--- config.mk ---
export PLATFORM = sky130hd
export DESIGN_NAME = alien_bomb
export DESIGN_NICKNAME = d
export VERILOG_FILES = /design/src/rtl/alien_bomb.sv
export SDC_FILE = /design/constraint.sdc
export NUM_CORES = 1
export LEC_CHECK = 0
export ABC_CLOCK_PERIOD_IN_PS = 6400
export BUFFER_PORTS_ARGS = -buffer_cell sky130_fd_sc_hd__buf_2
export CAP_MARGIN = 5
export CORE_ASPECT_RATIO = 0.9
export CORE_MARGIN = 1
export CORE_UTILIZATION = 40
export DETAILED_ROUTE_END_ITERATION = 8
export PLACE_DENSITY = 0.6
export RECOVER_POWER = 25
export SETUP_SLACK_MARGIN = 0.5
export SLEW_MARGIN = 25
export SYNTH_ARGS = -nofsm -noshare
export SYNTH_HDL_FRONTEND = slang
export SYNTH_HIERARCHICAL = 1
export SYNTH_SLANG_ARGS = --single-unit
--- constraint.sdc ---
create_clock -name clk -period 6.4 [get_ports clk]
set_input_delay 0.96 -clock clk [delete_from_list [all_inputs] [get_ports clk]]
set_output_delay 0.96 -clock clk [all_outputs]
set_load 0.02 [all_outputs]
--- src/rtl/alien_bomb.sv ---
// alien_bomb: three-slot enemy bomb pool. Requests launch points from the alien grid,
// drops live bombs by `speed` each frame, retires them on exit or hit, and renders them.

module alien_bomb_slot #(
    parameter int CW     = 16,
    parameter int V_RES  = 480,
    parameter int BOMB_W = 4,
    parameter int BOMB_H = 12
) (
    input  logic                 clk,
    input  logic                 rst,
    input  logic                 move_i,
    input  logic                 kill_i,
    input  logic                 load_i,
    input  logic [7:0]           speed_i,
    input  logic signed [CW-1:0] load_x_i,
    input  logic signed [CW-1:0] load_y_i,
    input  logic signed [CW-1:0] screen_x_i,
    input  logic signed [CW-1:0] screen_y_i,
    output logic                 active_o,
    output logic signed [CW-1:0] x_o,
    output logic signed [CW-1:0] y_o,
    output logic                 in_rect_o
);
    localparam logic signed [CW:0] VRES_X = (CW+1)'(V_RES);
    localparam logic signed [CW:0] BW_X   = (CW+1)'(BOMB_W);
    localparam logic signed [CW:0] BH_X   = (CW+1)'(BOMB_H);

    logic                 active_q, active_d;
    logic signed [CW-1:0] x_q, x_d, y_q, y_d;
    logic signed [CW:0]   y_ext, sum, sx, sy, x_lo, x_hi, y_hi;

    always_comb begin
        y_ext    = {y_q[CW-1], y_q};
        sum      = y_ext + $signed({1'b0, CW'(speed_i)});
        active_d = active_q;
        x_d      = x_q;
        y_d      = y_q;
        // Hit wins over both launch and fall; a hit on an idle slot falls through.
        if (kill_i && active_q) begin
            active_d = 1'b0;
        end else if (load_i) begin
            active_d = 1'b1;
            x_d      = load_x_i;
            y_d      = load_y_i;
        end else if (move_i && active_q) begin
            if (sum >= VRES_X) active_d = 1'b0;
            else               y_d      = sum[CW-1:0];
        end
    end

    always_comb begin
        sx        = {screen_x_i[CW-1], screen_x_i};
        sy        = {screen_y_i[CW-1], screen_y_i};
        x_lo      = {x_q[CW-1], x_q};
        x_hi      = x_lo + BW_X;
        y_hi      = y_ext + BH_X;
        in_rect_o = active_q && (sx >= x_lo) && (sx < x_hi) && (sy >= y_ext) && (sy < y_hi);
    end

    always_ff @(posedge clk or negedge rst) begin
        if (!rst) begin
            active_q <= 1'b0;
            x_q      <= '0;
            y_q      <= '0;
        end else begin
            active_q <= active_d;
            x_q      <= x_d;
            y_q      <= y_d;
        end
    end

    assign active_o = active_q;
    assign x_o      = x_q;
    assign y_o      = y_q;
endmodule

module alien_bomb #(
    parameter int SCREEN_CORDW = 16,
    parameter int COLR_BITS    = 4,
    parameter int H_RES        = 640,
    parameter int V_RES        = 480,
    parameter int BOMB_W       = 4,
    parameter int BOMB_H       = 12,
    parameter int RELOAD       = 32,
    parameter logic [COLR_BITS-1:0] BOMB_COLR = 4'hF
) (
    input  logic                           clk,
    input  logic                           rst,
    input  logic                           frame,
    input  logic                           en,
    input  logic [7:0]                     speed,
    output logic                           drop_req,
    output logic [7:0]                     drop_rand,
    input  logic                           drop_valid,
    input  logic                           drop_empty,
    input  logic signed [SCREEN_CORDW-1:0] drop_x,
    input  logic signed [SCREEN_CORDW-1:0] drop_y,
    input  logic                           hit,
    input  logic [1:0]                     hit_slot,
    input  logic signed [SCREEN_CORDW-1:0] screen_x,
    input  logic signed [SCREEN_CORDW-1:0] screen_y,
    output logic [2:0]                     bomb_active,
    output logic [3*SCREEN_CORDW-1:0]      bomb_x,
    output logic [3*SCREEN_CORDW-1:0]      bomb_y,
    output logic                           drawing,
    output logic [COLR_BITS-1:0]           pixel
);
    localparam int CW  = SCREEN_CORDW;
    localparam int CDW = ($clog2(RELOAD+1) > 6) ? $clog2(RELOAD+1) : 6;

    logic [CDW-1:0]       cooldown_q, cooldown_d;
    logic [7:0]           lfsr_q, lfsr_d;
    logic                 drawing_q, drawing_d;
    logic [COLR_BITS-1:0] pixel_q, pixel_d;
    logic [2:0]           active, load_sel, kill, in_rect;
    logic                 move, handshake;

    // Request is a pure function of state and en, so dropping en withdraws it at once
    // and a handshake (cooldown reload) lowers it on the following cycle.
    assign move      = frame & en;
    assign drop_req  = en && (cooldown_q == '0) && !(&active);
    assign handshake = drop_req & drop_valid;
    assign drop_rand = drop_req ? lfsr_q : 8'h00;

    always_comb begin
        lfsr_d = lfsr_q;
        if (move && !drop_req)
            lfsr_d = {1'b0, lfsr_q[7:1]} ^ (lfsr_q[0] ? 8'hB8 : 8'h00);
        cooldown_d = cooldown_q;
        if (handshake)
            cooldown_d = CDW'(RELOAD);
        else if (move && cooldown_q != '0)
            cooldown_d = cooldown_q - CDW'(1);
        load_sel = 3'b000;
        if (handshake && !drop_empty) begin
            if      (!active[0]) load_sel = 3'b001;
            else if (!active[1]) load_sel = 3'b010;
            else if (!active[2]) load_sel = 3'b100;
        end
        drawing_d = |in_rect;
        pixel_d   = drawing_d ? BOMB_COLR : '0;
    end

    for (genvar i = 0; i < 3; i++) begin : g_slot
        assign kill[i] = hit && (hit_slot == 2'(i));
        alien_bomb_slot #(.CW(CW), .V_RES(V_RES), .BOMB_W(BOMB_W), .BOMB_H(BOMB_H)) u_slot (
            .clk        (clk),
            .rst        (rst),
            .move_i     (move),
            .kill_i     (kill[i]),
            .load_i     (load_sel[i]),
            .speed_i    (speed),
            .load_x_i   (drop_x),
            .load_y_i   (drop_y),
            .screen_x_i (screen_x),
            .screen_y_i (screen_y),
            .active_o   (active[i]),
            .x_o        (bomb_x[i*CW +: CW]),
            .y_o        (bomb_y[i*CW +: CW]),
            .in_rect_o  (in_rect[i])
        );
    end

    always_ff @(posedge clk or negedge rst) begin
        if (!rst) begin
            cooldown_q <= CDW'(RELOAD);
            lfsr_q     <= 8'hA5;
            drawing_q  <= 1'b0;
            pixel_q    <= '0;
        end else begin
            cooldown_q <= cooldown_d;
            lfsr_q     <= lfsr_d;
            drawing_q  <= drawing_d;
            pixel_q    <= pixel_d;
        end
    end

    assign bomb_active = active;
    assign drawing     = drawing_q;
    assign pixel       = pixel_q;
endmodule

Yosys cells after proc, flatten, opt, wreduce, memory -nomap -nowiden
Cells that the tools add are included.
- register bits after elaboration: 118
- bits in latches: 0
- memory bits (writable): 0
- memory bits (read-only): 0
- input bits: 81
- output and inout port bits: 113
- logic and storage cells: 132
- memories kept: 0
- $add $sub $neg: 10
- $mul: 0
- div/mod/pow operators: 0
- magnitude comparators: 15
- equal/unequal tests: 5
- shift operators: 0
- mux-type cells: 30
- bitwise logic cells: 6
- reduce and logical (&&, ||, !) cells: 53
- operators with widths (cell ; number):
    2-to-1 mux 16 bit ; 9
    less-than comparator 16 x 17 -> 1 bit ; 6
    greater-or-equal comparator 16 bit ; 6
    adder 16 x 4 -> 17 bit (second input constant) ; 3
    adder 16 x 5 -> 17 bit (second input constant) ; 3
    adder 16 x 9 -> 17 bit ; 3
    greater-or-equal comparator 17 x 10 -> 1 bit (second input constant) ; 3
    logical AND 1 bit ; 26
    nonzero test 3 bit ; 6
    2-to-1 mux 8 bit ; 2
    2-to-1 mux 1 bit ; 12
    2-to-1 mux 3 bit ; 4
    2-to-1 mux 6 bit ; 2
    AND reduction 2 bit ; 6
    AND reduction 3 bit ; 4
    nonzero test 2 bit ; 4
    XOR 7 x 8 -> 8 bit ; 1
    logical NOT 6 bit ; 1
    != test 2 bit (second input constant) ; 3
    nonzero test 6 bit ; 1
    subtractor 6 x 1 -> 6 bit (second input constant) ; 1
    2-to-1 mux 4 bit ; 1
    logical NOT 1 bit ; 3
    inverter 1 bit ; 3
    other kinds (5) ; 6

Logic depth before layout (Yosys ltp)
Gate-level depths: netlist (run 1).
- depth in word-level cells: 8
- mapped depth: 16
- mapped depth without buffers: 16

Hierarchy
Netlist (run 1), hierarchy kept.
- by module, submodules not included (module ; instances ; cells an instance ; area each (µm²) ; seq. area each (µm²)):
    alien_bomb_slot at g_slot[2].u_slot ; 1 ; 480 ; 4021.4 ; 825.8
    alien_bomb_slot at g_slot[0].u_slot ; 1 ; 478 ; 3958.8 ; 825.8
    alien_bomb_slot at g_slot[1].u_slot ; 1 ; 474 ; 3918.8 ; 825.8
    alien_bomb ; 1 ; 81 ; 903.4 ; 381.6

Least setup slack after synthesis (run 1)
No wires, ideal clock.
- kind: input to register
- start: in speed[0]
- end: reg g_slot[2].u_slot.y_q[0]
- library setup time: 0.128 ns
- arrival: 3.668 ns
- required time: 6.272 ns
- path slack: 2.605 ns
- stages: 10
- buffers on the path: 0
- cells stage by stage: ha_1 fa_1 a211oi_1 o21ai_0 xor2_1 o2111a_1 a221oi_2 nand4_2 a21oi_4 mux2_1
- word-level cells in the longest chain between the ends: 4
- elaborated cells between the ends (all ways): 7
- those cells by class: add/sub: 1; order compare: 1; eq/ne: 1; mux: 3; reduce/logical: 1
- ends and longest elaborated chain (item ; RTL line ; source):
    start, declared ; 92 ; input logic [7:0] speed,
    adder 16 x 9 -> 17 bit * ; 35 ; sum = y_ext + $signed({1'b0, CW'(speed_i)});
    greater-or-equal comparator 17 x 10 -> 1 bit / 2-to-1 mux 16 bit (equally long branches) ; 47 ; if (sum >= VRES_X) active_d = 1'b0;
    != test 2 bit (no line) / 2-to-1 mux 16 bit (equally long branches) ; -- ;
    AND reduction 3 bit (no line) / 2-to-1 mux 16 bit (equally long branches) ; -- ;
    end signal, assigned ; 69 ; y_q <= y_d;
    end, declared ; 30 ; logic signed [CW-1:0] x_q, x_d, y_q, y_d;
Every way passes the cells marked *; elsewhere a longest branch is shown, timed or not. The select of a mux whose other input is x is not followed.
A chain may end at the register's enable or synchronous reset.

==> results.sh, run 1 <==
export IMPL_outcome="finished, violations left"
export IMPL_violations="max-capacitance violations, max-slew violations"
export IMPL_crit_required_ns=6.58
export IMPL_clkTransAtPathRegs_ns=0.05
export IMPL_vdd_ir_drop_max_mv=0.224
export IMPL_grtUsageTotal_pct=26.4
export IMPL_p_seq_share_pct=22.5
export IMPL_seq_area_frac_synth_pct=22.3
export IMPL_dp_cells=2078
export IMPL_p_comb_share_pct=59.5
export IMPL_wl_um=42200
export IMPL_slew_violations=117
export IMPL_power_density_mw_per_mm2=348
export IMPL_grt_max_degree=68
export IMPL_max_cap_violations=2
export IMPL_critPathMaxStageDelay_ns=1.89
export IMPL_crit_path_end_kind="async pin"
export IMPL_cp_top_family="buffers and inverters"
export IMPL_p_switching_mw=2.40
export IMPL_finalCritPeriodShare_pct=67.9
export IMPL_gr_total_overflow=0
export IMPL_tightest_slew_ns=2.72
export IMPL_cp_max_fo=67
export IMPL_initial_core_util_pct=41.0
export IMPL_antenna_found_initial=3
export IMPL_critPathLaunchType="primary input"
export IMPL_setup_viol=0
export IMPL_min_path_type="reg -> reg"
export IMPL_synth_nets=1814
export IMPL_regArea_sq_mm=0.00286
export IMPL_cts_tree="built"
export IMPL_final_hold_viol_count=0
export IMPL_dpl_cell_area_sq_mm=0.0141
export IMPL_async_flop_share_pct=100
export IMPL_postRouteAntennaNets=0
export IMPL_synthesis_area_sq_mm=0.0128
export IMPL_power_leakage_nw=7.13
export IMPL_slowest_stage="clkbuf_1"
export IMPL_dieWidth_um=191
export IMPL_synth_area_top_cells="dfrtp_1 (21%), ha_1 (21%), xnor2_1 (5.6%), o21ai_0 (4.3%), nand2_1 (4.0%)"
export IMPL_power_frac_clock_pct=18.0
export IMPL_vias=12200
export IMPL_cts_setup_buffers=0
export IMPL_yosysTopAreaCell="dfrtp_1"
export IMPL_ios=194
export IMPL_drc=0
export IMPL_fillers=3095
export IMPL_synth_edff_count=0
export IMPL_drtPass1Iterations=5
export IMPL_cts_hold_buf=0
export IMPL_avgRoutedWirePerCell_um=20.0
export IMPL_crit_chain="clkbuf_1, clkbuf_2"
export IMPL_period_needed_ns=4.35
export IMPL_clock_root_buffer="clkbuf_16"
export IMPL_hpwl_um=33900
export IMPL_rrSetupSlack_ns=2.11
export IMPL_drt_initial_drc_count=869
export IMPL_yosys_register_bits=114
export IMPL_sw_frac_of_total_pct=47.0
export IMPL_fp_row_count=61
export IMPL_clockBufferDepth=2
export IMPL_relSlewSlack_pct=-81.4
export IMPL_worstPathArrival_ns=4.53
export IMPL_port_buffer_count=193
export IMPL_syn2layout_area_growth_pct=14.7
export IMPL_viasPerCell=5.76
export IMPL_p_int_mw=2.71
export IMPL_cts_resized=0
export IMPL_rsz0062_at_grt="no"
export IMPL_synth_top_cell_area_share_pct=21.3
export IMPL_ys_flop_type="dfrtp_1"
export IMPL_gp_congestion=0.926
export IMPL_tns_ns=0
export IMPL_multi_input_area_sq_mm=0.00928
export IMPL_grt_pass1_vias=11700
export IMPL_fin_cells=2111
export IMPL_die_h_um=172
export IMPL_yosysWarningCount=6
export IMPL_postSynthAreaPerCell_sq_um=8.46
export IMPL_clock_skew_ns=0.00997
export IMPL_fin_nets=1989
export IMPL_drive_gt1_share_pct=17.2
export IMPL_grt_pass1_wl_um=66400
export IMPL_fin_area_sq_mm=0.0147
export IMPL_cts_max_level=4
export IMPL_clock_sinks=114
export IMPL_cp_num_buf_inv=2
export IMPL_max_freq_ghz=0.230
export IMPL_cts_buffers=17
export IMPL_dieArea_sq_mm=0.0327
export IMPL_core_area_sq_mm=0.0312
export IMPL_synthCells=1513
export IMPL_clock_latency_ns=0.43
export IMPL_ys_types=94
export IMPL_worstSetupPathType="in -> async"
## state kept, by name, summed over array words and instances, names as in the netlist
name,count
g_slot.u_slot/x_o,48
cooldown_q,6
g_slot.u_slot/y_o,48
pixel,1
g_slot.u_slot/active_o,3
lfsr_q,8
## synthesized netlist by cell type, types with 23 or more instances
master	number
a21o_1	60
a21oi_1	91
clkbuf_1	23
dfrtp_1	109
ha_1	217
inv_1	125
mux2i_1	23
nand2_1	135
nand3_1	57
nand4_1	35
nor2_1	74
nor3_1	40
o21ai_0	109
xnor2_1	82
## logic make-up after synthesis
group | synth area share, %
flops | 22.3
simple gates | 17.7
compound gates | 22.7
xor+xnor | 6.77
buf+inv | 5.38
mux | 3.47
fa+ha+maj | 21.7
## power by group through the flow
stage / Sequential, mW / Clock (mW) / Combinational (mW)
after floorplan: 1.24 / 0 / 2.08
after global placement: 1.15 / 0 / 2.95
after detailed placement: 1.15 / 0 / 3.00
after CTS: 1.14 / 0.937 / 3.03
after global routing: 1.18 / 0.974 / 3.43
final: 1.15 / 0.921 / 3.04
## layout by cell type (no fill, tap or decap), drive strengths merged, types with 16 or more instances in the layout
cell,instances
a21o,60
o21ai,117
a211oi,23
mux2,19
mux2i,23
nor2,74
buf,197
inv,125
dfrtp,109
nor3,43
clkbuf,25
xor2,17
xnor2,82
a31oi,16
nand3,58
nand4,37
nand2,135
a21oi,97
ha,217
o211ai,19
## per-stage QoR
stage	power (mW)	hold WS, ns	util [%]	setup slack [ns]
finish	5.11	0.527	47.1	2.05
global route	5.58	0.540	47.0	1.22
detailed placement	4.15	0.522	45.3	1.99
floorplan	3.33	0.473	-	2.60
CTS	5.11	0.534	47.1	2.13
global placement	4.10	0.514	45.3	2.07
## path summary, 6_finish.rpt
path,startpoint,to,cells past startpoint
hold / removal,cooldown_q[5],cooldown_q[5],2
min in group asynchronous,rst,g_slot[0].u_slot/x_o[4],1
max in group clk,cooldown_q[2],g_slot[1].u_slot/y_o[9],10
setup reg to reg,cooldown_q[2],g_slot[1].u_slot/y_o[9],10
setup / recovery,rst,g_slot[2].u_slot/y_o[0],2
hold reg to reg,cooldown_q[5],cooldown_q[5],2
## layout make-up
class,count,area share [%]
clock buffers,23,3.19
multi-input cells,1229,63.2
flip-flops and latches,114,19.5
clock inverters,9,0.562
repair buffers,199,6.86
inverters,127,3.25
well taps,409,3.48
diodes,1,0.0170
## routing by layer
| metal | up-vias | part of all wire, % | global-route usage (%) |
|---|---|---|---|
| li1 | 5914 | - | - |
| met1 | 5719 | 46 | 35.6 |
| met2 | 446 | 45 | 42.2 |
| met3 | 66 | 6.6 | 5.02 |
| met4 | 6 | 2.9 | 8.77 |
| met5 | - | 0.090 | 0 |
Note: power is estimated with default switching activity, not from simulation.
==> run 2: changes to the inputs <==
--- a/config.mk
+++ b/config.mk
@@ -5,7 +5,7 @@
 export SDC_FILE = /design/constraint.sdc
 export NUM_CORES = 1
 export LEC_CHECK = 0
-export ABC_CLOCK_PERIOD_IN_PS = 6400
+export ABC_CLOCK_PERIOD_IN_PS = 4200
 export BUFFER_PORTS_ARGS = -buffer_cell sky130_fd_sc_hd__buf_2
 export CAP_MARGIN = 5
 export CORE_ASPECT_RATIO = 0.9
==> constraint.sdc (replaced) <==
create_clock -name clk -period 4.2 [get_ports clk]
set_input_delay 0.63 -clock clk [delete_from_list [all_inputs] [get_ports clk]]
set_output_delay 0.63 -clock clk [all_outputs]
set_load 0.02 [all_outputs]
==> results.sh, run 2 (synthesized netlist as in run 1, its figures left out) <==
export IMPL_outcome="finished, violations left"
export IMPL_violations="max-capacitance violations, max-slew violations"
export IMPL_viasPerCell=5.73
export IMPL_pre_cts_slack_ns=0.342
export IMPL_grt_pass1_wl_um=65600
export IMPL_die_h_um=172
export IMPL_drtPass1Iterations=5
export IMPL_postRouteAntennaNets=0
export IMPL_holdPathEnd="g_slot[1].u_slot/x_o[0]"
export IMPL_regArea_sq_mm=0.00286
export IMPL_initial_core_util_pct=41.0
export IMPL_max_freq_ghz=0.280
export IMPL_clock_sinks=114
export IMPL_core_area_sq_mm=0.0312
export IMPL_cts_hold_buf=0
export IMPL_dieWidth_um=191
export IMPL_critPathLaunchType="register"
export IMPL_cp_max_fo=6
export IMPL_fin_nets=1998
export IMPL_grt_pass1_vias=11500
export IMPL_tightest_slew_ns=1.92
export IMPL_final_common_cell="ha_1"
export IMPL_cp_top_family="compound AO/OA/AOI/OAI gates"
export IMPL_crit_cells=14
export IMPL_gp_congestion=0.927
export IMPL_crit_path_end_kind="register"
export IMPL_multi_input_area_sq_mm=0.00930
export IMPL_clockBufferDepth=2
export IMPL_power_leakage_nw=7.21
export IMPL_drive_gt1_share_pct=18.1
export IMPL_layout_common_cells="ha_1 (217), buf_2 (192), nand2_1 (135), inv_1 (125), dfrtp_1 (109)"
export IMPL_drc=0
export IMPL_avgRoutedWirePerCell_um=20.1
export IMPL_critPathMaxStageDelay_ns=0.46
export IMPL_r2r_start="g_slot[2].u_slot/y_o[2]"
export IMPL_r2r_end="pixel[2]"
export IMPL_final_hold_viol_count=0
export IMPL_gr_total_overflow=0
export IMPL_reg2regPathDepth=14
export IMPL_max_cap_violations=1
export IMPL_clock_latency_ns=0.44
export IMPL_slew_violations=71
export IMPL_antenna_found_initial=7
export IMPL_power_mw=7.98
export IMPL_tns_ns=0
export IMPL_slowest_stage="dfrtp_1"
export IMPL_wl_um=42600
export IMPL_hpwl_um=34100
export IMPL_clock_root_buffer="clkbuf_16"
export IMPL_period_needed_ns=3.58
export IMPL_rsz0062_at_grt="no"
export IMPL_setup_viol=0
export IMPL_fp_row_count=61
export IMPL_cp_num_buf_inv=1
export IMPL_vias=12100
export IMPL_clkTransAtPathRegs_ns=0.06
export IMPL_grt_max_degree=71
export IMPL_cts_max_level=4
export IMPL_finalCritPeriodShare_pct=85.1
export IMPL_worstPathArrival_ns=3.95
export IMPL_grtUsageTotal_pct=26.1
export IMPL_worstSetupPathType="reg -> reg"
export IMPL_drt_initial_drc_count=764
export IMPL_fillers=3116
export IMPL_vdd_ir_drop_max_mv=0.342
export IMPL_cts_buffers=17
export IMPL_port_buffer_count=193
export IMPL_clock_skew_ns=0.00818
export IMPL_hold_ws_ns=0.427
export IMPL_crit_required_ns=4.57
export IMPL_dieArea_sq_mm=0.0327
export IMPL_hold_depth=3
export IMPL_min_path_type="in -> reg"
export IMPL_relSlewSlack_pct=-28.3
export IMPL_syn2layout_area_growth_pct=15.9
export IMPL_power_density_mw_per_mm2=537
export IMPL_ios=194
export IMPL_hp_start="drop_x[0]"
export IMPL_setup_ws_ns=0.624
export IMPL_rrSetupSlack_ns=0.62
export IMPL_crit_chain="inv_1, ha_1, nor3_2, nand3_2, nor2_1, xnor2_1, ha_1, a2111o_1, a211o_1, o21ai_1, a21oi_1, or3_1, a211oi_1, or3_1"
export IMPL_cts_tree="built"
-- run 2: layout make-up --
class                      instances  share of cell area (%)
clock buffer                      18                    2.89
multi-input combinational       1229                    62.6
inverter                         127                    3.21
sequential                       114                    19.3
timing repair buffer             208                    7.33
tap                              409                    3.45
clock inverter                    14                    1.21
antenna                            1                  0.0169
-- run 2: routing by layer --
| metal | global-route usage (%) | up-vias | routed length (um) |
|---|---|---|---|
| met1 | 35.1 | 5669 | 19500 |
| met5 | 0 | - | 72 |
| met3 | 4.47 | 79 | 2770 |
| li1 | - | 5938 | - |
| met4 | 9.74 | 10 | 1380 |
| met2 | 41.9 | 452 | 18900 |
-- run 2: worst max-delay path by stage --
stage	startpoint	endpoint	slack (ns)
CTS	g_slot[2].u_slot/y_o[2]	pixel[2]	0.55
finish	g_slot[2].u_slot/y_o[2]	pixel[2]	0.62
floorplan	speed[0]	g_slot[2].u_slot/y_o[0]	0.73
global route	g_slot[2].u_slot/y_o[2]	pixel[2]	0.50
detailed placement	speed[0]	g_slot[0].u_slot/y_o[2]	0.34
global placement	g_slot[2].u_slot/y_o[2]	pixel[2]	0.36
-- run 2: metrics by stage --
stage                     util, %  area [sq um]  instances
after floorplan                 -         12800       1513
after global placement       45.6         14200       2086
after detailed placement     45.6         14200       2086
after CTS                    47.6         14800       2118
after global routing         47.5         14800       2119
final                        47.6         14800       2120
-- run 2: power breakdown --
part	leakage [nW]	internal [mW]	switching [mW]
combinational	5.67	1.94	2.70
sequential	1.25	1.35	0.412
clock	0.291	0.942	0.632
total	7.21	4.24	3.74
-- run 2: timing repair --
item | in CTS | in global routing
resized for setup | 2 | 2
buffers inserted | 0 | 1
setup endpoints to repair | 1 | 3
pin swaps | 0 | 2
-- run 2: tightest hold or removal path: cells and delay by family --
family,cells,cell delay [ns]
buffers and inverters,1,0.10
and+or+nand+nor,2,0.10
==> run 3: changes to the inputs <==
--- a/config.mk
+++ b/config.mk
@@ -5,17 +5,17 @@
 export SDC_FILE = /design/constraint.sdc
 export NUM_CORES = 1
 export LEC_CHECK = 0
-export ABC_CLOCK_PERIOD_IN_PS = 4200
+export ABC_CLOCK_PERIOD_IN_PS = 2900
 export BUFFER_PORTS_ARGS = -buffer_cell sky130_fd_sc_hd__buf_2
 export CAP_MARGIN = 5
 export CORE_ASPECT_RATIO = 0.9
 export CORE_MARGIN = 1
 export CORE_UTILIZATION = 40
 export DETAILED_ROUTE_END_ITERATION = 8
-export PLACE_DENSITY = 0.6
+export PLACE_DENSITY = 0.63
 export RECOVER_POWER = 25
 export SETUP_SLACK_MARGIN = 0.5
-export SLEW_MARGIN = 25
+export SLEW_MARGIN = 40
 export SYNTH_ARGS = -nofsm -noshare
 export SYNTH_HDL_FRONTEND = slang
 export SYNTH_HIERARCHICAL = 1
==> constraint.sdc (replaced) <==
create_clock -name clk -period 2.9 [get_ports clk]
set_input_delay 0.435 -clock clk [delete_from_list [all_inputs] [get_ports clk]]
set_output_delay 0.435 -clock clk [all_outputs]
set_load 0.02 [all_outputs]
==> results.sh, run 3 (synthesized netlist as in run 1, its figures left out) <==
export IMPL_core_area_sq_mm=0.0312
export IMPL_dieWidth_um=191
export IMPL_layout_common_cells="buf_4 (224), ha_1 (199), buf_2 (183), inv_1 (119), dfrtp_1 (97)"
export IMPL_fp_row_count=61
export IMPL_p_int_mw=7.31
export IMPL_max_freq_ghz=0.324
export IMPL_clock_skew_ns=0.0142
export IMPL_cts_tree="built"
export IMPL_final_common_cell="buf_4"
export IMPL_drc=0
export IMPL_cp_max_fo=3
export IMPL_period_needed_ns=3.09
export IMPL_vias=13800
export IMPL_clockBufferDepth=2
export IMPL_cts_max_level=4
export IMPL_tns_ns=-2.78
export IMPL_relSlewSlack_pct=11.5
export IMPL_fillers=2661
export IMPL_grtUsageTotal_pct=29.0
export IMPL_clock_root_buffer="clkbuf_16"
export IMPL_initial_core_util_pct=41.0
export IMPL_gp_congestion=0.978
export IMPL_wl_met3_um=3990
export IMPL_hpwl_um=37200
export IMPL_met1Wirelength_um=21800
export IMPL_grt_pass1_vias=13300
export IMPL_worstSetupPathType="reg -> reg"
export IMPL_crit_required_ns=3.27
export IMPL_sw_frac_of_total_pct=45.1
export IMPL_rsz0062_at_grt="yes"
export IMPL_drtPass1Iterations=5
export IMPL_dieArea_sq_mm=0.0327
export IMPL_power_leakage_nw=9.07
export IMPL_finalCritPeriodShare_pct=107
export IMPL_drive_gt1_share_pct=39.3
export IMPL_dp_cells=2283
export IMPL_wl_um=49700
export IMPL_final_hold_viol_count=0
export IMPL_clock_sinks=114
export IMPL_drt_initial_drc_count=1170
export IMPL_syn2layout_area_growth_pct=43.9
export IMPL_critPathLaunch="g_slot[2].u_slot/y_o[2]"
export IMPL_postRouteAntennaNets=0
export IMPL_slew_violations=0
export IMPL_violations="negative setup slack"
export IMPL_tightest_slew_ns=1.33
export IMPL_clkTransAtPathRegs_ns=0.07
export IMPL_wl_met2_um=22600
export IMPL_viasPerCell=5.78
export IMPL_r2r_start="g_slot[2].u_slot/y_o[2]"
export IMPL_pre_cts_slack_ns=-0.411
export IMPL_die_h_um=172
export IMPL_min_path_type="in -> async"
export IMPL_port_buffer_count=193
export IMPL_power_density_mw_per_mm2=723
export IMPL_top_layer="met5"
export IMPL_outcome="finished, violations left"
export IMPL_grt_pass1_wl_um=72800
export IMPL_critPathLaunchType="register"
export IMPL_cts_hold_buf=0
export IMPL_fin_nets=2263
export IMPL_vdd_ir_drop_max_mv=0.501
export IMPL_power_frac_clock_pct=17.2
export IMPL_gr_total_overflow=0
export IMPL_setup_viol=27
export IMPL_ios=194
export IMPL_p_switching_mw=6.01
export IMPL_utilization_pct=59.0
export IMPL_fin_cells=2388
export IMPL_grt_max_degree=43
export IMPL_max_cap_violations=0
export IMPL_p_comb_share_pct=65.3
export IMPL_worstPathArrival_ns=3.47
export IMPL_p_seq_share_pct=17.5
export IMPL_avgRoutedWirePerCell_um=20.8
export IMPL_crit_path_end_kind="register"
export IMPL_clock_latency_ns=0.44
export IMPL_antenna_found_initial=6
export IMPL_power_mw=13.3
export IMPL_cts_buffers=17
export IMPL_setup_ws_ns=-0.191
## run 3: worst paths after layout
| path | to | slack (ns) | cells past startpoint |
|---|---|---|---|
| max | pixel[2] | -0.19 | 15 |
| min | g_slot[2].u_slot/y_o[0] | 0.27 | 1 |
| max reg2reg | pixel[2] | -0.19 | 15 |
| min reg2reg | cooldown_q[5] | 0.53 | 2 |
| max in group asynchronous | g_slot[2].u_slot/y_o[6] | 0.88 | 2 |
| min in group clk | g_slot[1].u_slot/x_o[1] | 0.29 | 3 |
## run 3: metal layers
layer  global-route usage [%]  vias to the layer above
li1                         -                     6492
met4                     7.97                        4
met3                     6.41                      102
met1                     39.3                     6683
met2                     45.9                      520
met5                        0                        -
## run 3: repair_timing
action / CTS / global route
setup buffers: 30 / 26
endpoints found under the hold margin: 0 / 0
gates cloned: 4 / 9
resized for setup: 187 / 171
pin swaps: 68 / 38
setup endpoints to repair: 108 / 108
## run 3: through the flow
step                hold WS (ns)  area [sq um]
finish                     0.270         18400
global route               0.278         18400
CTS                       0.0574         17500
detailed placement         0.514         15900
global placement           0.505         15900
floorplan                  0.139         13100
## run 3: area by class of cell
cell class / instances / area, sq um / area share [%]
clock buffers: 18 / 439 / 2.38
clock inverters: 14 / 168 / 0.910
well taps: 409 / 512 / 2.78
inverters: 127 / 488 / 2.65
repair buffers: 473 / 3530 / 19.2
flip-flops and latches: 114 / 2870 / 15.6
diodes: 4 / 10.0 / 0.0543
multi-input cells: 1229 / 10400 / 56.4
## run 3: critical path, stage by stage, from the launching register on
cell and delay (ns):
dfrtp_2 0.40, inv_2 0.06, ha_4 0.17, nor3_4 0.20, nand3_2 0.12, nor2_2 0.13, xnor2_1 0.09, ha_2 0.19
a2111o_1 0.42, a211o_1 0.25, o21ai_2 0.18, a21oi_1 0.09, or3_1 0.32, a211oi_2 0.18, buf_4 0.15, or3_1 0.09
## run 3: power by group through the flow
| stage | clock network, mW | logic, mW | registers [mW] |
|---|---|---|---|
| floorplan | 0 | 4.66 | 2.75 |
| global placement | 0 | 7.59 | 2.34 |
| detailed placement | 0 | 7.81 | 2.34 |
| CTS | 2.29 | 8.25 | 2.32 |
| global route | 2.36 | 9.55 | 2.38 |
| finish | 2.29 | 8.70 | 2.34 |
